==> config.mk <==
export PLATFORM = sky130hd
export DESIGN_NAME = multicycle_control_flat
export DESIGN_NICKNAME = d
export VERILOG_FILES = /design/src/rtl/mc_pkg.sv /design/src/rtl/multicycle_control_if.sv /design/src/rtl/mc_output_decode.sv /design/src/rtl/multicycle_control.sv /design/src/flat_wrapper.sv
export SDC_FILE = /design/constraint.sdc
export NUM_CORES = 1
export LEC_CHECK = 0
export CORE_MARGIN = 3
export CORE_UTILIZATION = 30
export DETAILED_ROUTE_END_ITERATION = 7
export MAX_ROUTING_LAYER = met4
export PLACE_DENSITY = 0.63
export SYNTH_ARGS = -nofsm -noshare
export SYNTH_HDL_FRONTEND = slang
export SYNTH_SLANG_ARGS = --single-unit
==> constraint.sdc <==
create_clock -name clk -period 1.4 [get_ports clk]
set_input_delay 0.28 -clock clk [delete_from_list [all_inputs] [get_ports clk]]
set_output_delay 0.28 -clock clk [all_outputs]
set_load 0.1 [all_outputs]
==> src/rtl/mc_pkg.sv <==
// ============================================================================
// Module : mc_pkg
// Brief  : State, opcode and control-field encodings for the multi-cycle
//          MIPS main controller. Config macro: MC_JUMP_EN.
// Rev    : 1.0 - initial release
// ============================================================================
`default_nettype none

package mc_pkg;

    typedef enum logic [3:0] {
        S_FETCH     = 4'd0,
        S_DECODE    = 4'd1,
        S_MEM_ADDR  = 4'd2,
        S_MEM_READ  = 4'd3,
        S_MEM_WB    = 4'd4,
        S_MEM_WRITE = 4'd5,
        S_R_EXEC    = 4'd6,
        S_R_WB      = 4'd7,
        S_BRANCH    = 4'd8,
        S_JUMP      = 4'd9
    } state_t;

    localparam logic [5:0] OP_RTYPE = 6'b000000;
    localparam logic [5:0] OP_LW    = 6'b100011;
    localparam logic [5:0] OP_SW    = 6'b101011;
    localparam logic [5:0] OP_BEQ   = 6'b000100;
    localparam logic [5:0] OP_J     = 6'b000010;

    localparam logic [1:0] ALUOP_ADD   = 2'b00;
    localparam logic [1:0] ALUOP_SUB   = 2'b01;
    localparam logic [1:0] ALUOP_FUNCT = 2'b10;

    localparam logic [1:0] ALUSRCB_B       = 2'b00;
    localparam logic [1:0] ALUSRCB_FOUR    = 2'b01;
    localparam logic [1:0] ALUSRCB_IMM     = 2'b10;
    localparam logic [1:0] ALUSRCB_IMM_SH2 = 2'b11;

    localparam logic [1:0] PCSRC_ALU    = 2'b00;
    localparam logic [1:0] PCSRC_ALUOUT = 2'b01;
    localparam logic [1:0] PCSRC_JUMP   = 2'b10;

    // Dispatch target out of DECODE; S_FETCH means the opcode is not supported.
    function automatic state_t decode_target(input logic [5:0] op);
        case (op)
            OP_RTYPE:     return S_R_EXEC;
            OP_LW, OP_SW: return S_MEM_ADDR;
            OP_BEQ:       return S_BRANCH;
`ifdef MC_JUMP_EN
            OP_J:         return S_JUMP;
`endif
            default:      return S_FETCH;
        endcase
    endfunction

endpackage

`default_nettype wire

==> src/rtl/multicycle_control_if.sv <==
// ============================================================================
// Module : multicycle_control_if
// Brief  : Controller <-> datapath bundle: opcode/handshake in, enables out.
// Rev    : 1.0 - initial release
// ============================================================================
`default_nettype none

interface multicycle_control_if;
    logic [5:0] opcode;
    logic       mem_ready;
    logic       pc_write;
    logic       pc_write_cond;
    logic       ior_d;
    logic       mem_read;
    logic       mem_write;
    logic       ir_write;
    logic       mem_to_reg;
    logic       reg_dst;
    logic       reg_write;
    logic       alu_src_a;
    logic [1:0] alu_src_b;
    logic [1:0] alu_op;
    logic [1:0] pc_source;
    logic       illegal_op;
    logic       mem_timeout;
    logic [3:0] state_o;

    modport master (
        input  opcode, mem_ready,
        output pc_write, pc_write_cond, ior_d, mem_read, mem_write, ir_write,
               mem_to_reg, reg_dst, reg_write, alu_src_a, alu_src_b, alu_op,
               pc_source, illegal_op, mem_timeout, state_o
    );

    modport slave (
        output opcode, mem_ready,
        input  pc_write, pc_write_cond, ior_d, mem_read, mem_write, ir_write,
               mem_to_reg, reg_dst, reg_write, alu_src_a, alu_src_b, alu_op,
               pc_source, illegal_op, mem_timeout, state_o
    );
endinterface

`default_nettype wire

==> src/rtl/mc_output_decode.sv <==
// ============================================================================
// Module : mc_output_decode
// Brief  : State (+mem_ready) to datapath control decode. Config: MC_JUMP_EN.
// Rev    : 1.0 - initial release
// ============================================================================
`default_nettype none

module mc_output_decode
    import mc_pkg::*;
(
    input  state_t     i_state,
    input  logic       i_mem_ready,
    output logic       o_pc_write,
    output logic       o_pc_write_cond,
    output logic       o_ior_d,
    output logic       o_mem_read,
    output logic       o_mem_write,
    output logic       o_ir_write,
    output logic       o_mem_to_reg,
    output logic       o_reg_dst,
    output logic       o_reg_write,
    output logic       o_alu_src_a,
    output logic [1:0] o_alu_src_b,
    output logic [1:0] o_alu_op,
    output logic [1:0] o_pc_source
);

    always_comb begin
        o_pc_write      = 1'b0;
        o_pc_write_cond = 1'b0;
        o_ior_d         = 1'b0;
        o_mem_read      = 1'b0;
        o_mem_write     = 1'b0;
        o_ir_write      = 1'b0;
        o_mem_to_reg    = 1'b0;
        o_reg_dst       = 1'b0;
        o_reg_write     = 1'b0;
        o_alu_src_a     = 1'b0;
        o_alu_src_b     = ALUSRCB_B;
        o_alu_op        = ALUOP_ADD;
        o_pc_source     = PCSRC_ALU;
        case (i_state)
            S_FETCH: begin
                // IR and PC+4 commit only on the cycle the fetch completes
                o_mem_read  = 1'b1;
                o_alu_src_b = ALUSRCB_FOUR;
                o_alu_op    = ALUOP_ADD;
                o_ir_write  = i_mem_ready;
                o_pc_write  = i_mem_ready;
            end
            S_DECODE: begin
                o_alu_src_b = ALUSRCB_IMM_SH2;
                o_alu_op    = ALUOP_ADD;
            end
            S_MEM_ADDR: begin
                o_alu_src_a = 1'b1;
                o_alu_src_b = ALUSRCB_IMM;
                o_alu_op    = ALUOP_ADD;
            end
            S_MEM_READ: begin
                o_mem_read = 1'b1;
                o_ior_d    = 1'b1;
            end
            S_MEM_WRITE: begin
                o_mem_write = 1'b1;
                o_ior_d     = 1'b1;
            end
            S_MEM_WB: begin
                o_reg_write  = 1'b1;
                o_mem_to_reg = 1'b1;
                o_reg_dst    = 1'b0;
            end
            S_R_EXEC: begin
                o_alu_src_a = 1'b1;
                o_alu_op    = ALUOP_FUNCT;
            end
            S_R_WB: begin
                o_reg_write = 1'b1;
                o_reg_dst   = 1'b1;
            end
            S_BRANCH: begin
                o_alu_src_a     = 1'b1;
                o_alu_op        = ALUOP_SUB;
                o_pc_write_cond = 1'b1;
                o_pc_source     = PCSRC_ALUOUT;
            end
`ifdef MC_JUMP_EN
            S_JUMP: begin
                o_pc_write  = 1'b1;
                o_pc_source = PCSRC_JUMP;
            end
`endif
            default: ;
        endcase
    end

endmodule

`default_nettype wire

==> src/rtl/multicycle_control.sv <==
// ============================================================================
// Module : multicycle_control
// Brief  : Multi-cycle MIPS main control FSM with memory wait timeout.
//          Config macro: MC_JUMP_EN (enables the j instruction).
// Rev    : 1.0 - initial release
// ============================================================================
`default_nettype none

module multicycle_control
    import mc_pkg::*;
#(
    parameter int WAIT_LIMIT = 0,
    parameter int CNT_W      = 8
) (
    input  logic                 clk,
    input  logic                 rst_n,
    multicycle_control_if.master bus
);

    localparam bit             c_TIMEOUT_EN = (WAIT_LIMIT > 0);
    localparam logic [CNT_W-1:0] c_LIMIT_M1 = CNT_W'((WAIT_LIMIT > 0) ? WAIT_LIMIT - 1 : 0);

    state_t           r_state;
    state_t           w_next;
    logic [5:0]       r_opcode;
    logic [CNT_W-1:0] r_cnt;
    logic             w_limit_hit;
    logic             w_timeout;
    logic             w_illegal;
    logic             w_hold;

    // mem_ready on the limit cycle wins, so the limit only fires while ready is low
    assign w_limit_hit = c_TIMEOUT_EN && (r_cnt == c_LIMIT_M1) && !bus.mem_ready;

    always_comb begin
        w_next    = r_state;
        w_timeout = 1'b0;
        w_illegal = 1'b0;
        case (r_state)
            S_FETCH: begin
                if (bus.mem_ready) begin
                    w_next = S_DECODE;
                end else if (w_limit_hit) begin
                    w_next    = S_FETCH;
                    w_timeout = 1'b1;
                end
            end
            S_DECODE: begin
                w_next    = decode_target(bus.opcode);
                w_illegal = (w_next == S_FETCH);
            end
            S_MEM_ADDR: w_next = (r_opcode == OP_LW) ? S_MEM_READ : S_MEM_WRITE;
            S_MEM_READ: begin
                if (bus.mem_ready) begin
                    w_next = S_MEM_WB;
                end else if (w_limit_hit) begin
                    w_next    = S_FETCH;
                    w_timeout = 1'b1;
                end
            end
            S_MEM_WRITE: begin
                if (bus.mem_ready) begin
                    w_next = S_FETCH;
                end else if (w_limit_hit) begin
                    w_next    = S_FETCH;
                    w_timeout = 1'b1;
                end
            end
            S_R_EXEC: w_next = S_R_WB;
            default:  w_next = S_FETCH;
        endcase
    end

    // Counter runs only while a memory state is held; any entry clears it.
    assign w_hold = (w_next == r_state) && !w_timeout;

    always_ff @(posedge clk or negedge rst_n) begin
        if (!rst_n) begin
            r_state  <= S_FETCH;
            r_opcode <= OP_RTYPE;
            r_cnt    <= '0;
        end else begin
            r_state <= w_next;
            r_cnt   <= w_hold ? r_cnt + 1'b1 : '0;
            if (r_state == S_DECODE) begin
                r_opcode <= bus.opcode;
            end
        end
    end

    mc_output_decode u_output_decode (
        .i_state         (r_state),
        .i_mem_ready     (bus.mem_ready),
        .o_pc_write      (bus.pc_write),
        .o_pc_write_cond (bus.pc_write_cond),
        .o_ior_d         (bus.ior_d),
        .o_mem_read      (bus.mem_read),
        .o_mem_write     (bus.mem_write),
        .o_ir_write      (bus.ir_write),
        .o_mem_to_reg    (bus.mem_to_reg),
        .o_reg_dst       (bus.reg_dst),
        .o_reg_write     (bus.reg_write),
        .o_alu_src_a     (bus.alu_src_a),
        .o_alu_src_b     (bus.alu_src_b),
        .o_alu_op        (bus.alu_op),
        .o_pc_source     (bus.pc_source)
    );

    assign bus.illegal_op  = w_illegal;
    assign bus.mem_timeout = w_timeout;
    assign bus.state_o     = r_state;

endmodule

`default_nettype wire

==> src/flat_wrapper.sv <==
// flat-port wrapper written by rule: the top's interface ports become plain ports
module multicycle_control_flat import mc_pkg::*;
#(
    parameter int WAIT_LIMIT = 0,
    parameter int CNT_W      = 8
)
  (clk, rst_n, bus_opcode, bus_mem_ready, bus_pc_write, bus_pc_write_cond, bus_ior_d, bus_mem_read, bus_mem_write, bus_ir_write, bus_mem_to_reg, bus_reg_dst, bus_reg_write, bus_alu_src_a, bus_alu_src_b, bus_alu_op, bus_pc_source, bus_illegal_op, bus_mem_timeout, bus_state_o);
  multicycle_control_if bus_i ();
  input  logic clk;
  input  logic rst_n;
  input wire logic [$bits(bus_i.opcode)-1:0] bus_opcode;
  input wire logic [$bits(bus_i.mem_ready)-1:0] bus_mem_ready;
  output wire logic [$bits(bus_i.pc_write)-1:0] bus_pc_write;
  output wire logic [$bits(bus_i.pc_write_cond)-1:0] bus_pc_write_cond;
  output wire logic [$bits(bus_i.ior_d)-1:0] bus_ior_d;
  output wire logic [$bits(bus_i.mem_read)-1:0] bus_mem_read;
  output wire logic [$bits(bus_i.mem_write)-1:0] bus_mem_write;
  output wire logic [$bits(bus_i.ir_write)-1:0] bus_ir_write;
  output wire logic [$bits(bus_i.mem_to_reg)-1:0] bus_mem_to_reg;
  output wire logic [$bits(bus_i.reg_dst)-1:0] bus_reg_dst;
  output wire logic [$bits(bus_i.reg_write)-1:0] bus_reg_write;
  output wire logic [$bits(bus_i.alu_src_a)-1:0] bus_alu_src_a;
  output wire logic [$bits(bus_i.alu_src_b)-1:0] bus_alu_src_b;
  output wire logic [$bits(bus_i.alu_op)-1:0] bus_alu_op;
  output wire logic [$bits(bus_i.pc_source)-1:0] bus_pc_source;
  output wire logic [$bits(bus_i.illegal_op)-1:0] bus_illegal_op;
  output wire logic [$bits(bus_i.mem_timeout)-1:0] bus_mem_timeout;
  output wire logic [$bits(bus_i.state_o)-1:0] bus_state_o;
  assign bus_i.opcode = bus_opcode;
  assign bus_i.mem_ready = bus_mem_ready;
  assign bus_pc_write = bus_i.pc_write;
  assign bus_pc_write_cond = bus_i.pc_write_cond;
  assign bus_ior_d = bus_i.ior_d;
  assign bus_mem_read = bus_i.mem_read;
  assign bus_mem_write = bus_i.mem_write;
  assign bus_ir_write = bus_i.ir_write;
  assign bus_mem_to_reg = bus_i.mem_to_reg;
  assign bus_reg_dst = bus_i.reg_dst;
  assign bus_reg_write = bus_i.reg_write;
  assign bus_alu_src_a = bus_i.alu_src_a;
  assign bus_alu_src_b = bus_i.alu_src_b;
  assign bus_alu_op = bus_i.alu_op;
  assign bus_pc_source = bus_i.pc_source;
  assign bus_illegal_op = bus_i.illegal_op;
  assign bus_mem_timeout = bus_i.mem_timeout;
  assign bus_state_o = bus_i.state_o;
  multicycle_control #(.WAIT_LIMIT(WAIT_LIMIT), .CNT_W(CNT_W)) u_core (.clk(clk), .rst_n(rst_n), .bus(bus_i));
endmodule
Word-level counts from Yosys, hierarchy flattened
Index checks and enable logic that the tools add are counted.
- input port bits: 9
- output and inout bits: 22
- register bits: 10
- word-level logic and storage cells: 46
- mux-type cells: 20
- equal/unequal tests: 15
- reductions and logical operators: 9
- operator list (operator ; count):
    $pmux W4 S6 ; 1
    $eq A6 B6 Y1 const B ; 3
    $eq A4 B3 Y1 const B ; 4
    $mux W4 ; 4
    $pmux W4 S3 ; 1
    $mux W1 ; 11
    $eq A4 B2 Y1 const B ; 2
    $logic_not A4 Y1 ; 2
    $reduce_or A2 Y1 ; 4
    $eq A6 B3 Y1 const B ; 1
    $logic_not A6 Y1 ; 1
    $ne A2 B2 Y1 const B ; 3
    $pmux W2 S3 ; 1
    $eq A4 B1 Y1 const B ; 1
    $eq A4 B4 Y1 const B ; 1
    $pmux W2 S2 ; 1
    $mux W3 ; 1
    $reduce_and A3 Y1 ; 1
    $reduce_or A3 Y1 ; 1

Depth between registers and ports, before layout
Gate-level depths: netlist of the first run.
- depth after elaboration: 6
- gate-level depth with buffers: 4
- depth with buffers taken out: 3

Cells and area by module
Synthesis of the first run repeated with hierarchy kept, for this count alone.
- cell total of the unflattened synthesis: 72
- area, all modules: 755.7 um^2
- by module, submodules not included (module ; cells an instance ; times used ; seq. area each (um^2) ; area an instance (um^2)):
    multicycle_control ; 46 ; 1 ; 250.2 ; 523.0
    mc_output_decode ; 26 ; 1 ; 0.0 ; 232.7

Least setup slack after synthesis of the first run
OpenSTA, ideal clock, no wires.
- path type: register -> output
- from: register u_core.r_state[0], in the netlist u_core.bus.state_o[0]
- to: output port bus_pc_write
- stages on the path, launching flop included: 5
- arrival time: 4.892 ns
- buffers on the path: 2
- setup slack: -3.772 ns
- required time: 1.120 ns
- cell sequence: dfrtp_1 -> buf_4 -> or2_1 -> nor4_1 -> buf_4
- longest elaborated chain between the ends: 2
- RTL lines (what ; line ; source):
    from (decl) ; multicycle_control.sv:23 ; state_t r_state;
    from (signal assigned) ; multicycle_control.sv:83 ; r_state <= w_next;
    $logic_not A4 Y1 ; n/a ;
    $mux W1 ; n/a ;
    to (decl) ; flat_wrapper.sv:13 ; output wire logic [$bits(bus_i.pc_write)-1:0] bus_pc_write;
Every way passes these cells.

Worst setup path after layout of the first run
- from: register u_core.r_state[1], in the netlist u_core.bus.state_o[1]
- to: output port bus_alu_op[0]
- longest elaborated chain between the ends: 2
- elaborated cells between the ends (all ways): 3
- classes of those cells: 2 x eq/ne; 1 x mux
- RTL lines (what ; line ; source):
    $eq A4 B4 Y1 or $eq A4 B3 Y1 (tied branches) ; mc_output_decode.sv:42 ; case (i_state)
    $pmux W2 S2 (*) ; mc_output_decode.sv:42 ;
    to (decl) ; flat_wrapper.sv:24 ; output wire logic [$bits(bus_i.alu_op)-1:0] bus_alu_op;
Every way passes the cells marked *; elsewhere a longest branch is shown, timed or not.

==> summary by stage, run 1 <==
Routing
Once detail routing completed, the nets flagged for antenna violations numbered 0. For this run, the detailed router's first-pass iteration total came to 5. Dividing the detail-routed wire length by the instance count gives roughly 16 um. The residual DRC count is 0. The first routing iteration left 12 violations. The wire length reported by the detailed router is between 2000 and 2500 um. After detailed routing, the number of vias per cell comes to 5.08. The detailed router placed roughly 800 vias in this run.

Power
The power density over the cells is ~800 nW/um2. The leakage power is approximately 0.71 nW. Across the VDD grid, the largest voltage drop is roughly 0.92 mV.

Yosys
After synthesis, the netlist uses 38 different library cells. The number of enable-type register cells in the synthesized netlist is 0. The main combinational cell family by area after synthesis is simple AND/OR/NAND/NOR gates. In the post-synthesis netlist, the cell with the most instances is dfrtp_1. The fraction of post-synthesis cell area in the top cell type by area is between 30% and 40%.

Averaged over all synthesized cells, the footprint is 9.77 um2. The cell count after synthesis is 74. The synthesized flop and latch total is 10. In the post-synthesis netlist, the biggest area contributors are dfrtp_1 (35%), mux2_2 (9.3%), buf_4 (5.2%). The commonest cells after synthesis are dfrtp_1 (10), nor2_1 (8), mux2_2 (6). For this run, asynchronously set or reset flops after synthesis account for between 90% and 100%. Sequential elements use between 30% and 40% of the synthesized area. The synthesized-area fraction occupied by adder cells is 0%.

The Yosys step of the flow raised 0 warnings. The synthesized area is approximately 720 um2. The compound-gate portion of the synthesized area is between 10 and 15%.

The xor/xnor cell area share of the yosys netlist is around 1.2%. Summed over all instances, the cell type with the most area after synthesis is dfrtp_1. The basic-gate share of the synthesized area counting and, or, nand and nor cells is ~29%. The most used flip-flop cell after synthesis is dfrtp_1. The post-synthesis mux area share is between 10% and 20%.

Clocking
The later pin in the worst-skew pair is clocked with a latency of between 0.2 and 0.3 ns. The number of buffers on the longest clock path is 2. TritonCTS built the clock tree.

CTS built an H-tree with a depth of 1. The clock transition at the register clock pins on the worst setup and hold paths after CTS is 0.07 ns. The clock sink count is 10. The number of buffers created by CTS is 3. In this run the clock root is driven by a clkbuf_4.

Finish
Counting the fill cells in the layout gives 136. The count of inserted antenna diode cells is 0. The final net count is 138. The area taken by flip-flops and latches is 265 um2. Of the cells placed in the final design, the portion with a size suffix greater than 1 is 68.0%. The layout overhead on the synthesized area is 139%. Summing all multi-input logic gate instances after layout gives 608 um2. For this run, the share of the core covered by cells in the final layout is 76.6%.

Setup path
The critical path launch point type is a flip-flop. Of all nets on the critical path, the largest fanout is 5. The critical path start-end classification is flip-flop to output port. Data on the critical path arrives at its endpoint at around 1.6 ns. Traced cell by cell, the critical path runs through or2_4 > buf_4 > nor3b_4 > buf_12.

The worst setup path is captured at an output port. For the worst setup path, the data required time is between 1 and 1.5 ns. The largest individual stage delay along the critical path comes from the cell dfrtp_4. On the worst path, the slowest cell contributes a delay of ~0.50 ns.

Global routing
The initial antenna violation count is 0. The number of global-route vias before repair is about 750. The largest net degree at the start of global routing is 11. The overall routing resource usage is between 15 and 20%.

The first global-routing pass estimated 3650 um of wire. The aggregate global routing overflow is 0.

Timing
Setup violations remaining at the end of the flow were counted as 26. Setup repair after global routing could not meet its margin everywhere. The smallest clock period supported by the final layout is computed as approximately 1.9 ns. The final count of hold timing violations came to 0. The highest clock frequency the design can meet is ~530 MHz. The worst setup skew after layout is 0.00843 ns.

The final-report max-slew violation count is 0. The least setup slack across all paths after layout is -0.496 ns. In the finished design, the share of the clock period the worst path needs comes to 135%.

Placed design
The placement-stage worst setup slack is -0.560 ns. Summed over all nets, the half-perimeter wirelength after detailed placement is between 1500 and 2000 um. The number of port buffers is 28. The final estimated routing congestion in global placement is between 0.8 and 0.9.

Die
The number of standard-cell rows in the floorplan is 17. Pin placement for this block handled 31 I/O pins. For this configuration, the core starts out at a cell density of approximately a third. The floorplan step defined a die boundary enclosing approximately 3000 um2. The die height is 55.1 um. The horizontal die dimension is approximately 55 um. The floorplan step defined a core boundary enclosing around 2300 um2.

Status
The flow ran to the end, but the final reports show violations. The final reports fail on setup timing.

Job
Across the run, the number of max-cap violations was 0.

Worst hold path
The path class of the tightest hold or removal check is input port to asynchronous set/reset pin.
==> layout make-up <==
cell class	count	area share, %
Sequential cell	10	15.4
Tap cell	28	2.03
Multi-Input combinational cell	55	35.2
Clock buffer	4	2.10
Inverter	2	0.435
Timing Repair Buffer	57	44.9
==> state kept, by name, indices dropped and copies added (netlist names) <==
register	flops
u_core.r_opcode	6
u_core.bus.state_o	4
==> worst max-delay path, delay by kind of cell (launching register included) <==
family	cells	cell delay, ns
DFF	1	0.50
and+or+nand+nor	2	0.49
buffers and inverters	2	0.35
==> where the power goes <==
part / leakage, nW / switching, mW / internal (mW)
logic: 0.567 / 0.414 / 0.338
registers: 0.117 / 0.0305 / 0.339
clock network: 0.0210 / 0.101 / 0.158
==> per-layer routing <==
layer / track usage, % / routed length [um] / vias up
li1: - / - / 372
met1: 21.3 / 981 / 388
met2: 31.5 / 1350 / 30
met3: 4.02 / 112 / 2
met4: 1.21 / 4 / 0
met5: - / 0 / -
==> cell usage in the layout, fill, tap and decap left out, types with 3 or more instances in the layout <==
master	Yosys	layout
buf_12	0	24
buf_4	5	17
buf_6	1	8
clkbuf_4	0	3
clkdlybuf4s50_1	0	5
dfrtp_1	10	6
dfrtp_4	0	4
dlygate4sd2_1	0	3
mux2_4	0	6
nor2_1	8	3
nor2_4	0	5
nor3_4	1	3
==> logic make-up after synthesis <==
logic type                Yosys count
xor gates and xnor gates            1
buffers and inverters              10
other                               1
muxes                               7
and+or+nand+nor                    31
AOI/OAI and AO/OA                  14
DFF                                10
==> final timing paths <==
kind	start	to	slack, ns	cells past startpoint
min reg2reg	u_core.r_opcode[1]	u_core.r_opcode[1]	0.51	1
min	rst_n	u_core.bus.state_o[1]	0.33	1
max	u_core.bus.state_o[1]	bus_alu_op[0]	-0.50	4
max in group asynchronous	rst_n	u_core.bus.state_o[2]	0.71	1
max reg2reg	u_core.bus.state_o[1]	u_core.r_opcode[0]	-0.13	4
min in group clk	bus_opcode[3]	u_core.r_opcode[3]	0.49	2
==> stage by stage <==
| step | hold slack, ns | TNS (ns) | instances | cell area, um2 | power, mW |
|---|---|---|---|---|---|
| after floorplan | -0.0156 | -13.90 | 75 | 922 | 0.822 |
| final | 0.330 | -7.29 | 156 | 1730 | 1.38 |
| after global placement | 0.486 | -3.57 | 149 | 1590 | 1.07 |
| after global routing | 0.343 | -8.38 | 156 | 1730 | 1.43 |
| after CTS | 0.333 | -7.11 | 155 | 1710 | 1.37 |
| after detailed placement | 0.490 | -4.14 | 149 | 1590 | 1.09 |
==> repair_timing <==
action                     CTS  global route
pin swaps                    6             7
hold buffers                 0             0
setup endpoints to repair   26            26
resized for setup           19             5
setup buffers                3             6
No activity file was read; power rests on OpenSTA's default activity.
==> run 2, diff against run 1 <==
--- a/config.mk
+++ b/config.mk
@@ -5,6 +5,7 @@
 export SDC_FILE = /design/constraint.sdc
 export NUM_CORES = 1
 export LEC_CHECK = 0
+export CORE_ASPECT_RATIO = 1.4
 export CORE_MARGIN = 3
 export CORE_UTILIZATION = 30
 export DETAILED_ROUTE_END_ITERATION = 7
==> summary by stage, run 2 (synthesis results as in run 1) <==
Status
The run finished, with violations left. The checks that failed: setup timing.

Setup path
For the worst setup path, the data arrival time is around 1.5 ns. The maximum fanout count along the critical path is 4. The slowest library cell on the worst path is dfrtp_4. Data on the critical path is required at its endpoint by 1.12 ns. The category of the worst setup path capture point is an output port. The critical path in this run is classified as flip-flop to output port. The critical path goes through or2_4 > nor3b_4 > buf_12. In this design, the stage delay of the slowest critical-path cell is around 0.48 ns. The worst setup path is launched from a flip-flop.

Clocking
The master cell of the clock root buffer is clkbuf_4. No sink is reached through more buffers than the 2 on the longest clock path. Clock-pin slew was measured on the worst setup and hold paths at about 0.07 ns.

The hold-fix buffer count after cts is 0. The CTS tree is built. The total number of H-tree levels is 1. Counting every sink on the clock net gives 10.

Counting the buffers created by CTS gives 3. For the worst-skew pair, the clock arrives at the later sink with an insertion delay of about 0.26 ns.

Finish
The library cells used most frequently in the layout, excluding fill and tap cells, are buf_12 (20), buf_4 (18), mux2_4 (6), buf_6 (6), dfrtp_1 (6). The leading cell type in the layout, fill and taps excluded is buf_12. The register with the most flip-flops in the layout has 6 of them. The count of filler cells inserted in the layout is approximately 150. The ratio of cells with drive above 1 in the final layout is about two thirds. Once layout is done, the placed cells without fillers occupy around 1600 um2. The number of antenna diodes in the final layout is 0.

The final net count is 134. The layout overhead on the synthesized area is 126%. The register with the most flip-flops is u_core.r_opcode.

Die
The die footprint is 3040 um2. The die height is about 64 um. The starting utilization of the core area is about a third. The initialized floorplan defines 20 standard-cell rows.

31 I/O pins were placed. The floorplan step set the die width to roughly 47 um. The area of the placeable core is about 2200 um2.

Placed design
The number of port buffers is 28. After detailed placement, the total cell area comes to ~1500 um2. The final estimated routing congestion in global placement is 0.799. The placed wire-length estimate after detailed placement is 1820 um.

Routing
In the routed layout, each cell is associated on average with a via count of roughly 5.2. The first detailed-routing pass took 3 iterations. The number of antenna-violating nets in the routed design is 0.

Detailed routing inserted a total of between 700 and 800 vias. Summed over all layers, the routed wires come to 2190 um. The wire length per cell is around 15 um.

The residual DRC count is 0. The first routing iteration left 12 violations.

Job
The tool flagged a number of max-cap violations equal to 0.

Power
The worst supply voltage drop on vdd is about 0.85 mV. The total power after layout is ~1.3 mW. The power density over the cells is between 800 and 900 nW/um2. Summed over all cells, the static leakage comes to roughly 0.67 nW.

Global routing
Global routing used 16.9% of the available tracks across all layers. The number of global-route vias before repair was 818. The global-route wire length before repair is approximately 3700 um.

Entering global routing, the biggest net connects 11 pins. The aggregate global routing overflow is 0. The initial antenna violation count is 0.

Timing
The worst setup skew after layout is about 0.0021 ns. Setup violations remaining at the end of the flow were counted as 24. For the final routed database, the setup TNS stands at -5.92 ns. Based on the critical path, the design can be clocked at up to about 550 MHz. The final-report max-slew violation count is 0. Subtracting the final worst setup slack from the clock period gives 1.82 ns. Setup repair after global routing could not meet its margin everywhere. In the finished design, the share of the clock period the worst path needs comes to 130%. The final count of hold timing violations was 0. The least setup slack across all paths after layout is -0.424 ns.

Worst hold path
The min-delay analysis places its worst path in the category input port to asynchronous set/reset pin.
[run 2: changes by cell type in the layout (fill, tap and decap cells not counted), sizes merged]
| cell | delta |
|---|---|
| buf | -4 |
| dlygate4sd2 | +1 |
| clkdlybuf4s50 | -1 |
[run 2: where the power goes]
group	leakage [nW]	internal [mW]	switching, mW
clock	0.0210	0.158	0.0976
sequential	0.117	0.339	0.0340
combinational	0.532	0.308	0.404
total	0.670	0.804	0.536
[run 2: stage by stage]
stage	worst slack [ns]	utilization [%]	hold WS [ns]	instances
3_5_place_dp	-0.529	67.5	0.489	139
6_report	-0.424	73.5	0.344	146
5_1_grt	-0.477	73.5	0.360	146
2_1_floorplan	-1.41	-	-0.0156	75
3_3_place_gp	-0.497	67.5	0.486	139
4_1_cts	-0.449	71.0	0.352	143
[run 2: layout make-up]
| class | instances | area, um2 | area share [%] |
|---|---|---|---|
| well taps | 22 | 27.5 | 1.68 |
| clock buffers | 4 | 36.3 | 2.22 |
| multi-input cells | 55 | 608 | 37.1 |
| inverters | 2 | 7.51 | 0.458 |
| repair buffers | 53 | 693 | 42.3 |
| flip-flops and latches | 10 | 265 | 16.2 |
[run 2: layer usage]
metal | wire (um) | part of all wire [%] | up-vias | GRT usage [%]
met1 | 762 | 35 | 367 | 17.3
met3 | 98 | 4.5 | 2 | 1.41
li1 | - | - | 367 | -
met5 | 0 | 0 | - | -
met4 | 12 | 0.55 | 0 | 6.23
met2 | 1310 | 60 | 26 | 31.0
[run 2: worst paths after layout]
| path | slack [ns] | cells after the start | from | endpoint |
|---|---|---|---|---|
| min in group clk | 0.49 | 2 | bus_opcode[3] | u_core.r_opcode[3] |
| worst min-delay path | 0.34 | 1 | rst_n | u_core.r_opcode[0] |
| worst max-delay path | -0.42 | 3 | u_core.bus.state_o[0] | bus_pc_write_cond |
| worst min register to register | 0.50 | 1 | u_core.r_opcode[0] | u_core.r_opcode[0] |
| max in group asynchronous | 0.69 | 1 | rst_n | u_core.bus.state_o[2] |
| worst max register to register | -0.04 | 5 | u_core.bus.state_o[0] | u_core.r_opcode[4] |
[run 2: what timing repair did]
action                                  CTS  global route
gates resized for setup                  15            10
pin swaps                                 6             0
setup buffers                             1             4
endpoints found under the setup margin   26            28
gates cloned                              0             0
[run 2: worst max-delay path: cells and delay by family, from the launching register on]
kind | cells | cell delay, ns
flip-flops | 1 | 0.48
buffers and inverters | 1 | 0.22
AND/OR/NAND/NOR | 2 | 0.58
